## config.mk

```make
export PLATFORM = sky130hd
export DESIGN_NAME = mioc_xnor2_nmos_cell_flat
export DESIGN_NICKNAME = d
export VERILOG_FILES = /design/src/rtl/mioc_gate_pkg.sv /design/src/rtl/mioc_xnor2_nmos_cell_if.sv /design/src/rtl/mioc_nmos_pd_net.sv /design/src/rtl/mioc_xnor2_nmos_cell.sv /design/src/flat_wrapper.sv
export SDC_FILE = /design/constraint.sdc
export NUM_CORES = 1
export LEC_CHECK = 0
export ABC_AREA = 1
export CAP_MARGIN = 20
export CORE_ASPECT_RATIO = 0.6
export CORE_UTILIZATION = 47
export DETAILED_ROUTE_END_ITERATION = 12
export HOLD_SLACK_MARGIN = 0.1
export PLACE_DENSITY = 0.81
export SYNTH_ARGS = -nofsm -noshare
export SYNTH_HDL_FRONTEND = slang
export SYNTH_SLANG_ARGS = --single-unit
```

## constraint.sdc

```tcl
create_clock -name clk -period 1.9 [get_ports clk]
set_clock_uncertainty 0.15 [all_clocks]
set_input_delay 0.38 -clock clk [delete_from_list [all_inputs] [get_ports clk]]
set_output_delay 0.38 -clock clk [all_outputs]
set_load 0.01 [all_outputs]
```

## src/rtl/mioc_gate_pkg.sv

```systemverilog
// Shared definitions for MIOC gate-characterization cells.
//   CNT_W_DEF : default width of pattern/error counters
//   cov_idx_t : 2-bit coverage index {in1,in2}
//   XNOR2_TT  : XNOR2 truth table indexed by {in1,in2}
package mioc_gate_pkg;

   localparam int unsigned CNT_W_DEF = 16;

   typedef logic [1:0] cov_idx_t;

   localparam logic [3:0] XNOR2_TT = 4'b1001;

   // Behavioural reference taken from the truth table, independent of any gate network
   function automatic logic xnor2_ref(input cov_idx_t idx);
      return XNOR2_TT[idx];
   endfunction

endpackage

```

## src/rtl/mioc_xnor2_nmos_cell_if.sv

```systemverilog
// Harness-side bundle for the XNOR2 characterization cell.
//   master : gate-test harness (drives in1/in2/sample, observes results)
//   slave  : the cell wrapper
interface mioc_xnor2_nmos_cell_if
   import mioc_gate_pkg::*;
#(
   parameter int unsigned CNT_W = CNT_W_DEF
) ();

   logic             in1;
   logic             in2;
   logic             sample;
   logic             z;
   logic             z_q;
   logic [CNT_W-1:0] pat_cnt;
   logic [3:0]       cov;
   logic             cov_done;
   logic             err;
   logic [CNT_W-1:0] err_cnt;

   modport master (
      output in1, in2, sample,
      input  z, z_q, pat_cnt, cov, cov_done, err, err_cnt
   );

   modport slave (
      input  in1, in2, sample,
      output z, z_q, pat_cnt, cov, cov_done, err, err_cnt
   );

endinterface

```

## src/rtl/mioc_nmos_pd_net.sv

```systemverilog
// NMOS-style XNOR2 core: two series pull-down paths and a resistive pull-up.
//   a, b : gate inputs
//   z_c  : combinational output, high unless a pull-down path conducts
module mioc_nmos_pd_net (
   input  logic a,
   input  logic b,
   output logic z_c
);

   logic pd1;
   logic pd2;

   // Each path conducts when exactly one input is high
   assign pd1 = a & ~b;
   assign pd2 = ~a & b;

   assign z_c = ~(pd1 | pd2);

endmodule

```

## src/rtl/mioc_xnor2_nmos_cell.sv

```systemverilog
// XNOR2 characterization cell: NMOS gate core plus clocked observation wrapper.
//   clk  : rising-edge clock
//   rst  : synchronous active-high reset
//   bus  : in1/in2/sample in; z (comb), z_q, pat_cnt, cov, cov_done (comb),
//          err, err_cnt out
module mioc_xnor2_nmos_cell
   import mioc_gate_pkg::*;
#(
   parameter int unsigned CNT_W = CNT_W_DEF
) (
   input logic                     clk,
   input logic                     rst,
   mioc_xnor2_nmos_cell_if.slave   bus
);

   localparam logic [CNT_W-1:0] CNT_MAX = '1;

   logic             z_net;
   cov_idx_t         idx_c;
   logic             ref_c;
   logic             smp_c;
   logic             mism_c;

   logic             z_q_r;
   logic [CNT_W-1:0] pat_cnt_r;
   logic [3:0]       cov_r;
   logic             err_r;
   logic [CNT_W-1:0] err_cnt_r;

   // Swappable gate core
   mioc_nmos_pd_net u_pd_net (
      .a   (bus.in1),
      .b   (bus.in2),
      .z_c (z_net)
   );

   assign idx_c  = {bus.in1, bus.in2};
   assign ref_c  = xnor2_ref(idx_c);
   assign mism_c = z_net ^ ref_c;

   // Reduces to sample in hardware; in 4-state simulation an X/Z input makes
   // the term X, so the if() below treats that strobe as no sample.
   assign smp_c  = bus.sample & ((bus.in1 ^ bus.in2) | ~(bus.in1 ^ bus.in2));

   // Observation registers, counters, coverage and checker
   always_ff @(posedge clk) begin
      if (rst) begin
         z_q_r     <= 1'b1;
         pat_cnt_r <= '0;
         cov_r     <= '0;
         err_r     <= 1'b0;
         err_cnt_r <= '0;
      end else begin
         z_q_r <= z_net;
         if (smp_c) begin
            if (pat_cnt_r != CNT_MAX) begin
               pat_cnt_r <= pat_cnt_r + CNT_W'(1);
            end
            cov_r[idx_c] <= 1'b1;
            if (mism_c) begin
               err_r <= 1'b1;
               if (err_cnt_r != CNT_MAX) begin
                  err_cnt_r <= err_cnt_r + CNT_W'(1);
               end
            end
         end
      end
   end

   assign bus.z        = z_net;
   assign bus.z_q      = z_q_r;
   assign bus.pat_cnt  = pat_cnt_r;
   assign bus.cov      = cov_r;
   assign bus.cov_done = &cov_r;
   assign bus.err      = err_r;
   assign bus.err_cnt  = err_cnt_r;

endmodule

```

## src/flat_wrapper.sv

```systemverilog
// flat-port wrapper written by rule: the top's interface ports become plain ports
module mioc_xnor2_nmos_cell_flat import mioc_gate_pkg::*;
#(
   parameter int unsigned CNT_W = CNT_W_DEF
)
  (clk, rst, bus_in1, bus_in2, bus_sample, bus_z, bus_z_q, bus_pat_cnt, bus_cov, bus_cov_done, bus_err, bus_err_cnt);
  mioc_xnor2_nmos_cell_if #(.CNT_W(CNT_W)) bus_i ();
  input logic clk;
  input logic rst;
  input wire logic [$bits(bus_i.in1)-1:0] bus_in1;
  input wire logic [$bits(bus_i.in2)-1:0] bus_in2;
  input wire logic [$bits(bus_i.sample)-1:0] bus_sample;
  output wire logic [$bits(bus_i.z)-1:0] bus_z;
  output wire logic [$bits(bus_i.z_q)-1:0] bus_z_q;
  output wire logic [$bits(bus_i.pat_cnt)-1:0] bus_pat_cnt;
  output wire logic [$bits(bus_i.cov)-1:0] bus_cov;
  output wire logic [$bits(bus_i.cov_done)-1:0] bus_cov_done;
  output wire logic [$bits(bus_i.err)-1:0] bus_err;
  output wire logic [$bits(bus_i.err_cnt)-1:0] bus_err_cnt;
  assign bus_i.in1 = bus_in1;
  assign bus_i.in2 = bus_in2;
  assign bus_i.sample = bus_sample;
  assign bus_z = bus_i.z;
  assign bus_z_q = bus_i.z_q;
  assign bus_pat_cnt = bus_i.pat_cnt;
  assign bus_cov = bus_i.cov;
  assign bus_cov_done = bus_i.cov_done;
  assign bus_err = bus_i.err;
  assign bus_err_cnt = bus_i.err_cnt;
  mioc_xnor2_nmos_cell #(.CNT_W(CNT_W)) u_core (.clk(clk), .rst(rst), .bus(bus_i));
endmodule
```

==> run summary <==
global route total overflow: 0
Mean Syn Cell Area: 7.10 um2
number of fill cells in the layout: 278
unrepaired setup endpoints after global routing: no
number of global-route vias before repair: 1,331
area growth from synthesis to final layout: 41.6%
type of the setup path with the least slack: flop to primary output
Post-DRT Antenna Nets: 0
vias: 1,567
longest individual stage delay on the worst path: 0.58 ns
Die Wd: 78.4 um
Area after DPL: 2170 um2
fin cells: 333
capture instance of the worst register-to-register path: u_core.bus.pat_cnt[11]
Iteration-0 DRC Markers: 99
TritonCTS clock tree: built
cts hold-fix bufs: 0
relative contribution of sequential cells to total power: 0.458
fin util: 0.706
final period utilization: 0.971
Routed WL per cell: 12.3 um
# Post-CTS Setup Buffers: 0
number of stages on the worst setup path: 1
Combinational Power Share: 0.062
crit-path max FO: 5
post-synthesis cell count: 232
cell-internal power: 1420 uW
ordered cell list for the critical path: clkdlybuf4s50_1
post-DR vias/cell: 4.71
global-route wire length before repair: 6030 um
Detail Placement HPWL: 2800 um
number of flops mapped to enable cells by yosys: 0
CTS Buffer Depth: 2
final setup violating endpoints: 0
Crit. Startpoint: u_core.bus.pat_cnt[4]
number of iterations in the first detailed-routing pass: 4
final-report max-slew violation count: 0
Hold Path Stages: 2
start of the worst register-to-register path: u_core.bus.pat_cnt[2]
count of maximum capacitance violations: 0
most common library cell in the layout ignoring fill and taps: sky130_fd_sc_hd__nor2_1
Ports: 45
layout cells sized above 1: 0.115
clock root cell: sky130_fd_sc_hd__clkbuf_8
net switching fraction of the power: 0.202
placer's final routability congestion estimate: 0.889
sequential element share of the synthesized area: 0.462
reg-to-reg slack, setup: 0.21 ns
maximum number of pins on one net before global-route repair: 22
GRT Resource Usage Total: 0.220
cell type group with the largest total delay on the critical path: buffers and inverters
async set or reset register ratio after synthesis: 0
worst path bufs/invs: 1
warnings from Yosys: 0
switching component of the power: 359 uW
outcome: completed
logic depth of the worst register-to-register path: 7
netlist area before placement: 1650 um2
leakage power figure: 0.000974 uW
worst slew margin relative to its limit: 0.803
antenna violations before repair: 0
register clock-pin slew on the reported worst setup and hold paths: 0.08 ns
most used cells in the layout excluding fill and tap cells: sky130_fd_sc_hd__nor2_1 (52), sky130_fd_sc_hd__nand2_1 (44), sky130_fd_sc_hd__clkdlybuf4s50_1 (40)
final hold viol count: 0
cell area power density: 763 nW/um2
n_diodes: 0
critical path capture point: bus_pat_cnt[4]
startpoint type of the worst setup path: flop
Initial Util: 0.498
Worst VDD drop: 0.544 mV
maximum achievable frequency: 0.542 GHz
Residual DRC: 0
Critical Path RT: 1.37 ns
number of nets in the synthesized netlist: 242
post-cts repair resize count: 4
Tmin final: 1.84 ns
Worst-Margin Slew: 0.294 ns
number of buffers created by CTS: 5
Hold Crit Class: flop to flop
layout net count: 297
kind of end point of the critical path: primary output
part of the total power dissipated in the clock network: 0.480
post-synthesis register bit count: 38
die area: 3750 um2
Max H-tree Level: 2
area occupied by registers: 762 um2
core region area: 3300 um2
row count: 16
Non-Filler Cell Area, Final: 2330 um2
area of the multi-input gates: 688 um2
standard cell with the maximum stage delay on the critical path: sky130_fd_sc_hd__clkdlybuf4s50_1
die boundary height: 47.8 um
latest clock arrival within the worst-skew pair: 0.29 ns
Total Routed Length: 4090 um
critical path arrival: 1.31 ns
Total Negative Setup Slacks: 0 ns
Cells after DPL: 325
number of unique standard cell types used by synthesis: 22
Post-synth top flop: sky130_fd_sc_hd__dfxtp_1
count of input and output buffers: 44
CTS Sinks: 38
==> power groups by stage <==
| stage | Clock, uW | Combinational, uW | Sequential (uW) |
|---|---|---|---|
| 5_1_grt | 898 | 120 | 816 |
| 6_report | 853 | 111 | 814 |
| 3_3_place_gp | 0 | 102 | 832 |
| 2_1_floorplan | 0 | 46.9 | 837 |
| 3_5_place_dp | 0 | 106 | 832 |
| 4_1_cts | 862 | 106 | 814 |
==> state kept, by name (all words and copies together), names as in the netlist <==
signal,flops
u_core.bus.pat_cnt,16
u_core.bus.err_cnt,16
u_core.bus.err,1
u_core.bus.cov,4
u_core.bus.z_q,1
==> worst min-delay path, cell delays in order (launching register included) <==
cell and delay (ns):
sky130_fd_sc_hd__dfxtp_1 0.32, sky130_fd_sc_hd__inv_1 0.05, sky130_fd_sc_hd__nor2_1 0.03
==> cell usage after synthesis (2+ instances only) <==
cell,instances,area [um2]
sky130_fd_sc_hd__a21oi_1,14,70.1
sky130_fd_sc_hd__buf_6,3,33.8
sky130_fd_sc_hd__clkbuf_1,2,7.51
sky130_fd_sc_hd__dfxtp_1,38,761
sky130_fd_sc_hd__ha_1,5,62.6
sky130_fd_sc_hd__inv_1,41,154
sky130_fd_sc_hd__nand2_1,44,165
sky130_fd_sc_hd__nand3_1,16,80.1
sky130_fd_sc_hd__nor2_1,52,195
sky130_fd_sc_hd__nor2_2,4,25.0
sky130_fd_sc_hd__nor2_4,2,22.5
==> kinds of logic (layout without fill, tap and decap cells) <==
family | count (synthesis) | after routing | synth area share
simple gates | 125 | 125 | 0.327
buf+inv | 49 | 105 | 0.128
flops | 38 | 38 | 0.462
compound gates | 15 | 15 | 0.0456
fa+ha+maj | 5 | 5 | 0.0380
==> layer usage <==
metal | share of wire | vias to the layer above | wire length (um) | global-route usage
met3 | 0.061 | 7 | 249 | 0.0629
li1 | - | 807 | - | -
met2 | 0.47 | 54 | 1910 | 0.384
met5 | 0 | - | 0 | 0
met1 | 0.46 | 699 | 1870 | 0.268
met4 | 0.014 | 0 | 56 | 0.0889
==> worst min-delay path by stage <==
stage	endpoint	from	slack, ns
2_1_floorplan	u_core.bus.err	u_core.bus.err	0.30
3_3_place_gp	u_core.bus.err_cnt[8]	u_core.bus.err_cnt[8]	0.26
3_5_place_dp	u_core.bus.err_cnt[8]	u_core.bus.err_cnt[8]	0.26
4_1_cts	u_core.bus.err_cnt[15]	u_core.bus.err_cnt[15]	0.28
5_1_grt	u_core.bus.err_cnt[15]	u_core.bus.err_cnt[15]	0.28
6_report	u_core.bus.err_cnt[15]	u_core.bus.err_cnt[15]	0.27
==> area by class of cell <==
class                   instances  area share
repair buffers                 54       0.223
flip-flops and latches         38       0.327
clock buffers                   6      0.0354
inverters                      43      0.0692
clock inverters                 2      0.0258
well taps                      45      0.0242
multi-input cells             145       0.295
==> per-stage QoR <==
| step | setup slack, ns | power [uW] | hold WS, ns |
|---|---|---|---|
| finish | 0.0552 | 1780 | 0.274 |
| global placement | -0.439 | 934 | 0.260 |
| global route | 0.0274 | 1830 | 0.283 |
| floorplan | 0.364 | 883 | 0.297 |
| detailed placement | -0.457 | 938 | 0.262 |
| CTS | -0.151 | 1780 | 0.275 |
Note: power is estimated with default switching activity, not from simulation.
